File: src/rtl/dmem_pkg.sv
// rtl/dmem_pkg.sv - shared constants for the data-memory arbiter
package dmem_pkg;

    localparam int ADDR_W_DEF = 8;
    localparam int DATA_W_DEF = 32;
    localparam int CNT_W      = 4;

    localparam logic [1:0] ST_IDLE   = 2'd0;
    localparam logic [1:0] ST_CPU_RD = 2'd1;
    localparam logic [1:0] ST_DBG_RD = 2'd2;

    localparam logic [1:0] OWN_NONE = 2'd0;
    localparam logic [1:0] OWN_CPU  = 2'd1;
    localparam logic [1:0] OWN_DBG  = 2'd2;

endpackage

File: src/rtl/dmem_arbiter_if.sv
// rtl/dmem_arbiter_if.sv - cpu/dbg/memory bus bundle; perf outputs under DMEM_ARB_PERF_EN
interface dmem_arbiter_if #(
    parameter int ADDR_W = 8,
    parameter int DATA_W = 32
);
    logic              cpu_req;
    logic              cpu_we;
    logic [ADDR_W-1:0] cpu_addr;
    logic [DATA_W-1:0] cpu_wdata;
    logic [DATA_W-1:0] cpu_rdata;
    logic              cpu_stall;
    logic              dbg_req;
    logic              dbg_we;
    logic [ADDR_W-1:0] dbg_addr;
    logic [DATA_W-1:0] dbg_wdata;
    logic              dbg_gnt;
    logic              dbg_rvalid;
    logic [DATA_W-1:0] dbg_rdata;
    logic              mem_en;
    logic              mem_we;
    logic [ADDR_W-1:0] mem_addr;
    logic [DATA_W-1:0] mem_wdata;
    logic [DATA_W-1:0] mem_rdata;
`ifdef DMEM_ARB_PERF_EN
    logic [31:0]       perf_stall_cnt;
    logic [31:0]       perf_dbg_cnt;
`endif

    modport slave (
        input  cpu_req, cpu_we, cpu_addr, cpu_wdata,
        input  dbg_req, dbg_we, dbg_addr, dbg_wdata,
        input  mem_rdata,
        output cpu_rdata, cpu_stall, dbg_gnt, dbg_rvalid, dbg_rdata,
        output mem_en, mem_we, mem_addr, mem_wdata
`ifdef DMEM_ARB_PERF_EN
        , output perf_stall_cnt, perf_dbg_cnt
`endif
    );

    modport master (
        output cpu_req, cpu_we, cpu_addr, cpu_wdata,
        output dbg_req, dbg_we, dbg_addr, dbg_wdata,
        output mem_rdata,
        input  cpu_rdata, cpu_stall, dbg_gnt, dbg_rvalid, dbg_rdata,
        input  mem_en, mem_we, mem_addr, mem_wdata
`ifdef DMEM_ARB_PERF_EN
        , input perf_stall_cnt, perf_dbg_cnt
`endif
    );
endinterface

File: src/rtl/dmem_starve_ctr.sv
// rtl/dmem_starve_ctr.sv - saturating count of lost dbg arbitration cycles
module dmem_starve_ctr
    import dmem_pkg::*;
#(
    parameter int MAX_WAIT = 4
) (
    input  logic clk,
    input  logic reset,
    input  logic inc,
    input  logic clr,
    output logic force_grant
);
    localparam logic [CNT_W-1:0] MAX_CNT = CNT_W'(MAX_WAIT);

    logic [CNT_W-1:0] cnt;

    always_ff @(posedge clk or negedge reset) begin
        if (!reset) begin
            cnt <= '0;
        end else if (clr) begin
            cnt <= '0;
        end else if (inc && (cnt != MAX_CNT)) begin
            cnt <= cnt + 1'b1;
        end
    end

    assign force_grant = (cnt == MAX_CNT);
endmodule

File: src/rtl/dmem_arbiter.sv
// rtl/dmem_arbiter.sv - fixed-priority cpu/dbg arbiter for single-port data memory
// Optional DMEM_ARB_PERF_EN adds stall and dbg-grant counters.
module dmem_arbiter
    import dmem_pkg::*;
#(
    parameter int ADDR_W   = ADDR_W_DEF,
    parameter int DATA_W   = DATA_W_DEF,
    parameter int MAX_WAIT = 4
) (
    input  logic          clk,
    input  logic          reset,
    dmem_arbiter_if.slave bus
);
    logic [1:0]        state;
    logic [1:0]        state_nxt;
    logic [1:0]        owner;
    logic              idle;
    logic              force_dbg;
    logic              dbg_win;
    logic              cpu_win;
    logic              cpu_stall;
    logic              we_mux;
    logic [ADDR_W-1:0] addr_mux;
    logic [DATA_W-1:0] wdata_mux;

    // Requests are only arbitrated in IDLE and never while reset is held.
    assign idle    = reset && (state == ST_IDLE);
    assign dbg_win = idle && bus.dbg_req && (!bus.cpu_req || force_dbg);
    assign cpu_win = idle && bus.cpu_req && !dbg_win;
    assign owner   = dbg_win ? OWN_DBG : (cpu_win ? OWN_CPU : OWN_NONE);

    always_comb begin
        we_mux    = 1'b0;
        addr_mux  = '0;
        wdata_mux = '0;
        case (owner)
            OWN_CPU: begin
                we_mux    = bus.cpu_we;
                addr_mux  = bus.cpu_addr;
                wdata_mux = bus.cpu_wdata;
            end
            OWN_DBG: begin
                we_mux    = bus.dbg_we;
                addr_mux  = bus.dbg_addr;
                wdata_mux = bus.dbg_wdata;
            end
            default: ;
        endcase
    end

    // Writes retire in the grant cycle; reads spend one cycle collecting data.
    always_comb begin
        state_nxt = ST_IDLE;
        if ((owner != OWN_NONE) && !we_mux) begin
            state_nxt = (owner == OWN_DBG) ? ST_DBG_RD : ST_CPU_RD;
        end
    end

    always_ff @(posedge clk or negedge reset) begin
        if (!reset) state <= ST_IDLE;
        else        state <= state_nxt;
    end

    dmem_starve_ctr #(.MAX_WAIT(MAX_WAIT)) u_starve (
        .clk         (clk),
        .reset       (reset),
        .inc         (idle && bus.dbg_req && !dbg_win),
        .clr         (dbg_win || !bus.dbg_req),
        .force_grant (force_dbg)
    );

    assign cpu_stall = reset && bus.cpu_req && !(cpu_win && bus.cpu_we) && (state != ST_CPU_RD);

    assign bus.cpu_stall  = cpu_stall;
    assign bus.cpu_rdata  = (state == ST_CPU_RD) ? bus.mem_rdata : '0;
    assign bus.dbg_gnt    = dbg_win;
    assign bus.dbg_rvalid = (state == ST_DBG_RD);
    assign bus.dbg_rdata  = (state == ST_DBG_RD) ? bus.mem_rdata : '0;
    assign bus.mem_en     = (owner != OWN_NONE);
    assign bus.mem_we     = we_mux;
    assign bus.mem_addr   = addr_mux;
    assign bus.mem_wdata  = wdata_mux;

`ifdef DMEM_ARB_PERF_EN
    logic [31:0] stall_cnt_q;
    logic [31:0] dbg_cnt_q;

    always_ff @(posedge clk or negedge reset) begin
        if (!reset) begin
            stall_cnt_q <= '0;
            dbg_cnt_q   <= '0;
        end else begin
            if (cpu_stall) stall_cnt_q <= stall_cnt_q + 32'd1;
            if (dbg_win)   dbg_cnt_q   <= dbg_cnt_q + 32'd1;
        end
    end

    assign bus.perf_stall_cnt = stall_cnt_q;
    assign bus.perf_dbg_cnt   = dbg_cnt_q;
`endif
endmodule

File: src/flat_wrapper.sv
// flat-port wrapper written by rule: the top's interface ports become plain ports
module dmem_arbiter_flat import dmem_pkg::*;
#(
    parameter int ADDR_W   = ADDR_W_DEF,
    parameter int DATA_W   = DATA_W_DEF,
    parameter int MAX_WAIT = 4
)
  (clk, reset, bus_cpu_req, bus_cpu_we, bus_cpu_addr, bus_cpu_wdata, bus_dbg_req, bus_dbg_we, bus_dbg_addr, bus_dbg_wdata, bus_mem_rdata, bus_cpu_rdata, bus_cpu_stall, bus_dbg_gnt, bus_dbg_rvalid, bus_dbg_rdata, bus_mem_en, bus_mem_we, bus_mem_addr, bus_mem_wdata);
  dmem_arbiter_if #(.ADDR_W(ADDR_W), .DATA_W(DATA_W)) bus_i ();
  input  logic clk;
  input  logic reset;
  input wire logic [$bits(bus_i.cpu_req)-1:0] bus_cpu_req;
  input wire logic [$bits(bus_i.cpu_we)-1:0] bus_cpu_we;
  input wire logic [$bits(bus_i.cpu_addr)-1:0] bus_cpu_addr;
  input wire logic [$bits(bus_i.cpu_wdata)-1:0] bus_cpu_wdata;
  input wire logic [$bits(bus_i.dbg_req)-1:0] bus_dbg_req;
  input wire logic [$bits(bus_i.dbg_we)-1:0] bus_dbg_we;
  input wire logic [$bits(bus_i.dbg_addr)-1:0] bus_dbg_addr;
  input wire logic [$bits(bus_i.dbg_wdata)-1:0] bus_dbg_wdata;
  input wire logic [$bits(bus_i.mem_rdata)-1:0] bus_mem_rdata;
  output wire logic [$bits(bus_i.cpu_rdata)-1:0] bus_cpu_rdata;
  output wire logic [$bits(bus_i.cpu_stall)-1:0] bus_cpu_stall;
  output wire logic [$bits(bus_i.dbg_gnt)-1:0] bus_dbg_gnt;
  output wire logic [$bits(bus_i.dbg_rvalid)-1:0] bus_dbg_rvalid;
  output wire logic [$bits(bus_i.dbg_rdata)-1:0] bus_dbg_rdata;
  output wire logic [$bits(bus_i.mem_en)-1:0] bus_mem_en;
  output wire logic [$bits(bus_i.mem_we)-1:0] bus_mem_we;
  output wire logic [$bits(bus_i.mem_addr)-1:0] bus_mem_addr;
  output wire logic [$bits(bus_i.mem_wdata)-1:0] bus_mem_wdata;
  assign bus_i.cpu_req = bus_cpu_req;
  assign bus_i.cpu_we = bus_cpu_we;
  assign bus_i.cpu_addr = bus_cpu_addr;
  assign bus_i.cpu_wdata = bus_cpu_wdata;
  assign bus_i.dbg_req = bus_dbg_req;
  assign bus_i.dbg_we = bus_dbg_we;
  assign bus_i.dbg_addr = bus_dbg_addr;
  assign bus_i.dbg_wdata = bus_dbg_wdata;
  assign bus_i.mem_rdata = bus_mem_rdata;
  assign bus_cpu_rdata = bus_i.cpu_rdata;
  assign bus_cpu_stall = bus_i.cpu_stall;
  assign bus_dbg_gnt = bus_i.dbg_gnt;
  assign bus_dbg_rvalid = bus_i.dbg_rvalid;
  assign bus_dbg_rdata = bus_i.dbg_rdata;
  assign bus_mem_en = bus_i.mem_en;
  assign bus_mem_we = bus_i.mem_we;
  assign bus_mem_addr = bus_i.mem_addr;
  assign bus_mem_wdata = bus_i.mem_wdata;
  dmem_arbiter #(.ADDR_W(ADDR_W), .DATA_W(DATA_W), .MAX_WAIT(MAX_WAIT)) u_core (.clk(clk), .reset(reset), .bus(bus_i));
endmodule
File: config.mk
export PLATFORM = sky130hd
export DESIGN_NAME = dmem_arbiter_flat
export DESIGN_NICKNAME = d
export VERILOG_FILES = /design/src/rtl/dmem_pkg.sv /design/src/rtl/dmem_arbiter_if.sv /design/src/rtl/dmem_starve_ctr.sv /design/src/rtl/dmem_arbiter.sv /design/src/flat_wrapper.sv
export SDC_FILE = /design/constraint.sdc
export NUM_CORES = 1
export LEC_CHECK = 0
export CAP_MARGIN = 20
export CORE_AREA = 2 2 88 90
export DETAILED_ROUTE_END_ITERATION = 8
export DIE_AREA = 0 0 90 92
export GPL_TIMING_DRIVEN = 0
export PLACE_DENSITY = 0.78
export SYNTH_ARGS = -nofsm -noshare
export SYNTH_HDL_FRONTEND = slang
export SYNTH_SLANG_ARGS = --single-unit
File: constraint.sdc
create_clock -name clk -period 1.8 [get_ports clk]
set_input_delay 0.27 -clock clk [delete_from_list [all_inputs] [get_ports clk]]
set_output_delay 0.27 -clock clk [all_outputs]
set_load 0.03 [all_outputs]
Word-level counts from Yosys, hierarchy flattened
Cells that the tools add are included.
{"block": "word_totals", "register_bits": 6, "output_inout_bits": 109, "word_cells": 43, "in_bits": 118}
{"block": "classes", "reduce_logical": 22, "muxes": 11, "n_eq_ne": 7, "add_sub_neg": 1}
{"cell": "$mux 32", "count": 2}
{"cell": "$pmux 32 s2", "count": 1}
{"cell": "$pmux 8 s2", "count": 1}
{"cell": "$logic_and 1x1->1", "count": 12}
{"cell": "$mux 4", "count": 2}
{"cell": "$mux 2", "count": 3}
{"cell": "$logic_not 1->1", "count": 5}
{"cell": "$add 4x1->4 const B", "count": 1}
{"cell": "$eq 2x1->1 const B", "count": 2}
{"cell": "$eq 2x2->1 const B", "count": 2}
{"cell": "$eq 4x3->1 const B", "count": 1}
{"cell": "$ne 4x3->1 const B", "count": 1}
{"cell": "$reduce_bool 2->1", "count": 2}
{"cell": "$logic_not 2->1", "count": 1}
{"cell": "$logic_or 1x1->1", "count": 2}
{"cell": "$ne 2x1->1 const B", "count": 1}
{"cell": "$pmux 1 s2", "count": 1}
{"cell": "$mux 1", "count": 1}

Longest topological paths before layout
Gate-level depths: netlist of run 1.
{"block": "depth", "ltp_word": 13, "depth_mapped": 8, "mapped_depth_nobuf": 6}

Modules after synthesis
From an unflattened synthesis of run 1, not the netlist that was laid out.
{"block": "hier_totals", "cells_unflattened": 162, "area_unflattened_um2": 1282.5}
{"module": "dmem_arbiter", "area_each_um2": 1048.5, "n_inst": 1, "cells_per_inst": 138}
{"module": "dmem_starve_ctr", "area_each_um2": 234.0, "n_inst": 1, "cells_per_inst": 24}

Worst setup path after synthesis of run 1
No wires, ideal clock.
{"block": "synth_path", "path_type": "register to output", "start": "register u_core.state[1]", "end": "output bus_mem_addr[0]", "arrival_time_ps": 1972, "path_slack_ps": -442, "t_required_ps": 1530, "path_stages_with_launch": 7, "path_buffers": 2, "path_cell_list": "dfrtp_1 nor3b_1 and2_1 buf_2 buf_2 nand2_1 o21ai_0"}
{"block": "synth_via", "elab_chain_len": 10, "word_cells_on_any_way": 12, "classes_between": "eq/ne (2); mux (3); reduce/logical (7)"}
{"element": "start: declaration", "line": "dmem_arbiter.sv:14", "source": "logic [1:0] state;"}
{"element": "start signal: assignment", "line": "dmem_arbiter.sv:61", "source": "else state <= state_nxt;"}
{"element": "$logic_not 2->1 (*)", "line": "dmem_arbiter.sv:27", "source": "assign idle = reset && (state == ST_IDLE);"}
{"element": "$logic_and 1x1->1 (*)", "line": "dmem_arbiter.sv:27"}
{"element": "$logic_and 1x1->1 (2 in a row)", "line": "dmem_arbiter.sv:28", "source": "assign dbg_win = idle && bus.dbg_req && (!bus.cpu_req || force_dbg);"}
{"element": "$logic_not 1->1", "line": "dmem_arbiter.sv:29", "source": "assign cpu_win = idle && bus.cpu_req && !dbg_win;"}
{"element": "$logic_and 1x1->1", "line": "dmem_arbiter.sv:29"}
{"element": "$mux 1", "line": "dmem_arbiter.sv:30", "source": "assign owner = dbg_win ? OWN_DBG : (cpu_win ? OWN_CPU : OWN_NONE);"}
{"element": "$mux 2 (*)", "line": "dmem_arbiter.sv:30"}
{"element": "$eq 2x2->1 / $eq 2x1->1 (equally long branches)", "line": "dmem_arbiter.sv:36", "source": "case (owner)"}
{"element": "$pmux 8 s2 (*)", "line": "dmem_arbiter.sv:36"}
{"element": "end: declaration", "line": "flat_wrapper.sv:28", "source": "output wire logic [$bits(bus_i.mem_addr)-1:0] bus_mem_addr;"}
Mark *: on every way between the ends. The rest lies on a longest branch, timed or not.

Worst setup path in the final report of run 1
{"block": "layout_path", "start": "register u_core.state[0]", "end": "output bus_mem_wdata[21]"}
{"block": "layout_via", "elab_chain_len": 10, "word_cells_on_any_way": 12, "classes_between": "eq/ne (2); mux (3); reduce/logical (7)"}
{"element": "$logic_not 2->1 (*)", "line": "dmem_arbiter.sv:27"}
{"element": "$logic_and 1x1->1 (*)", "line": "dmem_arbiter.sv:27"}
{"element": "$logic_and 1x1->1 (2 in a row)", "line": "dmem_arbiter.sv:28"}
{"element": "$logic_not 1->1", "line": "dmem_arbiter.sv:29"}
{"element": "$logic_and 1x1->1", "line": "dmem_arbiter.sv:29"}
{"element": "$mux 1", "line": "dmem_arbiter.sv:30"}
{"element": "$mux 2 (*)", "line": "dmem_arbiter.sv:30"}
{"element": "$eq 2x2->1 / $eq 2x1->1 (equally long branches)", "line": "dmem_arbiter.sv:36"}
{"element": "$pmux 32 s2 (*)", "line": "dmem_arbiter.sv:36"}
{"element": "end: declaration", "line": "flat_wrapper.sv:29", "source": "output wire logic [$bits(bus_i.mem_wdata)-1:0] bus_mem_wdata;"}
Marks and branches as above.

==> results.toml, run 1 <==
[die]
die_w_um = 90
rows = 32
start_util = 0.1905
ios = 227
die_area_um2 = 8280
core_um2 = 7447
dieHeight_um = 92

[clock_tree]
cts_buffer_depth = 2
htreeDepth = 1
cts_tree = "done"
clock-sinks = 6
clk_pin_slew_ns = 0.04
cts_buffers = 3
cts_root_buf = "clkbuf_8"
insertion_delay_ns = 0.23

[synth]
ys_seq_area_frac = 0.1058
synthArstFlopShare = 1.000
synthesis.area_um2 = 1419
ys.flop_type = "dfrtp_1"
syn-instance-count = 249
synthTopCellsByArea = "and2_1 (29%), nand2_1 (23%), o21ai_0 (15%), dfrtp_1 (11%), buf_6 (3.2%)"
synth_cell_types = 28
synth_top_cell_by_area = "and2_1"
avgSynthCellArea_um2 = 5.698
syn-num-nets = 369
synth_edf_count = 0
yosys.area.top_type_share = 0.2910
yosys_warnings = 0
synth_seq_cells = 6

[hold_path]
hp-class = "primary input to flip-flop"

[route]
wirelength_um = 8477
viasPerCell = 4.447
drtIter0Drc = 38
first_pass_iters = 4
num_vias = 2624
drtAntennaViolNets = 0
drt-wirelength-per-cell_um = 14.37
drcViolationCount = 0

[worst_setup_path]
worst-setup-path-type = "flip-flop to output pin"
cp.required_ns = 1.53
worstSetupStartpointType = "flip-flop"
endpoint_kind = "output pin"
cp_data_arrival_time_ns = 2.00
cp_max_fo = 10

[timing]
finalCritPeriodShare = 1.263
max_freq_mhz = 439.9
maxSlewViolCount = 0
setup-violations-final = 43
fin_ws_ns = -0.4731
tightest_slew_ns = 0.4463
hold_viol = 0
rsz0062_at_grt = "yes"
slew_headroom = 0.7024
min_period_ns = 2.273
finClkSkew_ns = 0.002068
hold_ws_ns = 0.5154

[placement]
post-place-ws_ns = -1.444
placedCellCount = 576
gp_congestion = 0.7770
dpl.hpwl_um = 7048
io_buffer_count = 225

[global_route]
grt_pass1_wl_um = 12690
top_usage_layer = "met2"
met1_usage = 0.1700
first_global_vias = 2618
grt.total_usage = 0.1903
grt_max_degree = 11
grt.met2_usage = 0.3891
antenna_found_initial = 2
use_met3 = 0.05423
grt_overflow = 0

[power_and_ir_drop]
fin_total_pwr_mw = 1.428
vdd_drop_max_v = 0.0001495
powerDensity_nw_per_um2 = 334.0
p_leak_nw = 1.829

[finish]
layout_commonest_cell = "clkdlybuf4s50_1"
syn_to_final_growth_pct = 201.4
drive_gt1_frac = 0.4342
layout_common_cells = "clkdlybuf4s50_1 (115), nand2_1 (66), and2_1 (63)"
fin_cells = 590
num-nets-final = 608
fill_cells = 701

[job]
maxCapViolations = 0

[status]
status = "complete, but fails checks"
violations = "setup timing"
-- cells in the mapped netlist (all sizes together) (2+ instances only) --
master,instances
inv,4
buf,11
o21ai,43
ha,2
dfrtp,6
and2,66
clkbuf,10
nand2,86
nor2b,2
nor3b,2
a21oi,2
nand3,3
-- per-stage QoR --
stage / util / cell area, um^2 / setup TNS [ns]
6_report: 0.5743 / 4277 / -19.02
5_1_grt: 0.5743 / 4277 / -22.42
4_1_cts: 0.5746 / 4279 / -21.19
3_5_place_dp: 0.5601 / 4172 / -83.02
3_3_place_gp: 0.5601 / 4172 / -79.55
2_1_floorplan: - / 1792 / -2.610
-- registers in the layout (all words and copies together) (netlist names) --
register             cells
u_core.u_starve.cnt      4
u_core.state             2
-- where the power goes --
part           total [mW]  switching, mW  internal, mW
clock               0.206         0.0620         0.144
sequential          0.148        0.00710         0.141
combinational        1.07          0.534         0.541
total                1.43          0.603         0.825
-- metal layers --
layer / routed length, um / vias up
li1: - / 1276
met1: 2744 / 1172
met2: 4671 / 158
met3: 774 / 18
met4: 286 / 0
met5: 0 / -
-- cell type report --
class / instances / area (um^2) / area share
Multi-Input combinational cell: 218 / 1528 / 0.3572
Tap cell: 102 / 127.6 / 0.02984
Inverter: 4 / 17.52 / 0.004096
Sequential cell: 6 / 152.6 / 0.03569
Clock buffer: 3 / 41.29 / 0.009655
Buffer: 21 / 205.2 / 0.04798
Timing Repair Buffer: 234 / 2200 / 0.5143
Antenna cell: 2 / 5.005 / 0.001170
-- worst paths after layout --
path,endpoint,slack (ns),cells after the start,start
max,bus_mem_wdata[21],-0.47,7,u_core.state[0]
min,u_core.u_starve.cnt[1],0.52,3,bus_cpu_req
max reg2reg,u_core.u_starve.cnt[3],0.15,7,u_core.u_starve.cnt[1]
min reg2reg,u_core.u_starve.cnt[2],0.58,2,u_core.u_starve.cnt[2]
max in group asynchronous,u_core.state[0],0.97,2,reset
min in group asynchronous,u_core.u_starve.cnt[1],0.59,2,reset
-- cell families after synthesis --
kind of cell    Yosys count  synth area share
simple gates            167            0.5891
compound gates           49            0.1878
flops                     6            0.1058
fa+ha+maj                 2           0.01763
buf+inv                  25           0.09964
-- repair_timing --
| action | in CTS | in global routing |
|---|---|---|
| hold endpoints to repair | 6 | 6 |
| buffers inserted | 6 | 2 |
| resized for setup | 551 | 77 |
| pin swaps | 2 | 0 |
| endpoints found under the setup margin | 112 | 108 |
-- critical path, cell delays in order (launching register included) --
cell	delay (ns)
dfrtp_2	0.44
or3b_4	0.43
a211oi_4	0.22
buf_6	0.21
buf_8	0.16
nand2_2	0.08
o21ai_4	0.05
buf_4	0.17
(Power assumes the default switching activity.)
==> inputs of run 2 (changes only) <==
- CELL_PAD_IN_SITES_DETAIL_PLACEMENT: default -> 0
- CELL_PAD_IN_SITES_GLOBAL_PLACEMENT: default -> 1
- CORE_AREA: 2 2 88 90 -> default
- CORE_UTILIZATION: default -> 11
- DIE_AREA: 0 0 90 92 -> default
- PLACE_DENSITY: 0.78 -> 0.81
==> run 2 against run 1 <==
Against the previous run:
- the flow finishes with violations (hold timing, setup timing)
- via count about the same
- routed wire length rose by 8.9%
- combinational power grew 9%
- critical path depth increased by 1
- clock-buffer cell count unchanged
- worst hold slack lost 0.54 ns
- core utilization down 20 points
- clock power up 80%
- register-to-register slack got worse by 0.07 ns
- sequential share of layout area is 0.37 points lower
- power grew 18%
- worst setup slack got worse by 0.052 ns
- largest power group unchanged
==> results.toml, run 2 (same netlist as run 1, synthesis figures left out) <==
[status]
status = "complete, but fails checks"
violations = "hold timing, setup timing"

[global_route]
grt.total_usage = 0.1311
grt_overflow = 0
antenna_found_initial = 0
first_global_vias = 2681
grt_max_degree = 11
grt_pass1_wl_um = 13530

[clock_tree]
cts_buffers = 3
htreeDepth = 1
cts_root_buf = "clkbuf_16"
clock-sinks = 6
insertion_delay_ns = 0.23
clk_pin_slew_ns = 0.04
cts_buffer_depth = 2
cts_tree = "done"

[placement]
dpl.hpwl_um = 6911
post-place-ws_ns = -1.559
dpl-instance-area_um2 = 4259
io_buffer_count = 225
placedCellCount = 646
gp_congestion = 0.7455

[hold_path]
hp-class = "primary input to async pin"

[finish]
fin_cells = 671
syn_to_final_growth_pct = 236.7
post-route-util = 0.3785
layout_common_cells = "clkdlybuf4s50_1 (117), nand2_1 (61), and2_1 (60)"
drive_gt1_frac = 0.4228
regMostFlops = "u_core.u_starve.cnt"
largest_reg_flops = 4
antenna_cells = 0
num-nets-final = 621
layout_commonest_cell = "clkdlybuf4s50_1"
stdcell_area_um2 = 4777
largestRegisters = "u_core.u_starve.cnt: 4 flops, u_core.state: 2 flops"

[worst_setup_path]
cp.required_ns = 1.53
regToRegEndpoint = "u_core.u_starve.cnt[3]"
r2r_slack_ns = 0.08
worstSetupStartpointType = "flip-flop"
path_common_cell = "buf_6"
startpoint = "u_core.state[0]"
cp_max_fo = 5
slowest_delay_ns = 0.43
path_cells = "or3b_4 > a211oi_4 > buf_4 > buf_6 > buf_6 > clkbuf_16 > o21ai_4 > buf_6"
cp_data_arrival_time_ns = 2.06
cp_slowest_cell = "dfrtp_2"
rr_startpoint = "u_core.u_starve.cnt[0]"
worst-setup-path-type = "flip-flop to output pin"
endpoint_kind = "output pin"
reg2reg_depth = 9
worstSetupEndpoint = "bus_mem_wdata[9]"

[route]
num_vias = 2622
drtIter0Drc = 34
drcViolationCount = 0
drt-wirelength-per-cell_um = 13.76
viasPerCell = 3.908
wirelength_um = 9230
first_pass_iters = 4
drtAntennaViolNets = 0

[timing]
finalCritPeriodShare = 1.292
tns_ns = -23.76
finClkSkew_ns = 0.001188
hold_viol = 6
setup-violations-final = 70
maxSlewViolCount = 0
rsz0062_at_grt = "yes"
tightest_slew_ns = 0.4517
slew_headroom = 0.6989
max_freq_mhz = 430.0
fin_ws_ns = -0.5254
hold_ws_ns = -0.02350
min_period_ns = 2.325

[power_and_ir_drop]
p_leak_nw = 2.222
p_seq_frac = 0.087
p_sw_uw = 655.2
p_sw_frac = 0.3892
powerDensity_nw_per_um2 = 352.4
vdd_drop_max_v = 0.0002296
combPwrFrac = 0.693
p_clk_frac = 0.220
fin_total_pwr_mw = 1.683
cell_internal_pwr_mw = 1.028

[die]
core_um2 = 12620
dieHeight_um = 115.6
ios = 227
die_area_um2 = 13360
die_w_um = 115.6
rows = 41
start_util = 0.1124

[job]
maxCapViolations = 0
-- run 2: changes by cell type in the layout (fill, tap and decap cells not counted), sizes merged, moves of 2 or more --
cell / change
clkdlybuf4s15: -13
dlymetal6s2s: +10
clkbuf: +9
dlygate4sd2: +8
clkdlybuf4s18: -2
clkdlybuf4s50: +2
diode: -2
-- run 2: worst min-delay path by stage --
| stage | from | endpoint | slack, ns | depth (start not counted) |
|---|---|---|---|---|
| after CTS | reset | u_core.u_starve.cnt[3] | -0.02 | 1 |
| after detailed placement | reset | u_core.u_starve.cnt[3] | 0.57 | 1 |
| after floorplan | reset | u_core.state[0] | -0.03 | 0 |
| after global routing | reset | u_core.u_starve.cnt[2] | -0.008 | 1 |
| after global placement | u_core.u_starve.cnt[1] | u_core.u_starve.cnt[1] | 0.55 | 2 |
| final | reset | u_core.u_starve.cnt[3] | -0.02 | 1 |
-- run 2: critical path: cells and delay by family (launching register included) --
family          cells  cell delay (ns)
compound gates      2             0.29
buf+inv             5             0.66
flops               1             0.43
simple gates        1             0.43
-- run 2: layout make-up --
| class | count | area, um^2 |
|---|---|---|
| fillers | 1333 | 7843 |
| repair buffers | 247 | 2457 |
| multi-input cells | 218 | 1614 |
| plain buffers | 21 | 245.2 |
| well taps | 172 | 215.2 |
| flip-flops and latches | 6 | 152.6 |
| clock buffers | 3 | 75.07 |
| inverters | 4 | 17.52 |
-- run 2: what timing repair did --
item,CTS,global route
pin swaps,19,7
endpoints found under the setup margin,112,112
setup buffers,18,6
hold endpoints to repair,6,6
gates cloned,5,0
resized for setup,486,132
-- run 2: power by group through the flow --
stage	combinational, mW	clock [mW]	sequential, mW
after global placement	1.05	0	0.147
after detailed placement	1.06	0	0.147
after CTS	1.16	0.372	0.146
final	1.17	0.370	0.146
after floorplan	0.506	0	0.146
after global routing	1.24	0.381	0.147
-- run 2: metal layers --
layer  vias up  global-route usage  part of all wire
li1       1304                   -                 -
met1      1191              0.1450              0.37
met2       118              0.2571              0.55
met3         9             0.02354             0.070
met4         0             0.02857            0.0082
met5         -                   0                 0
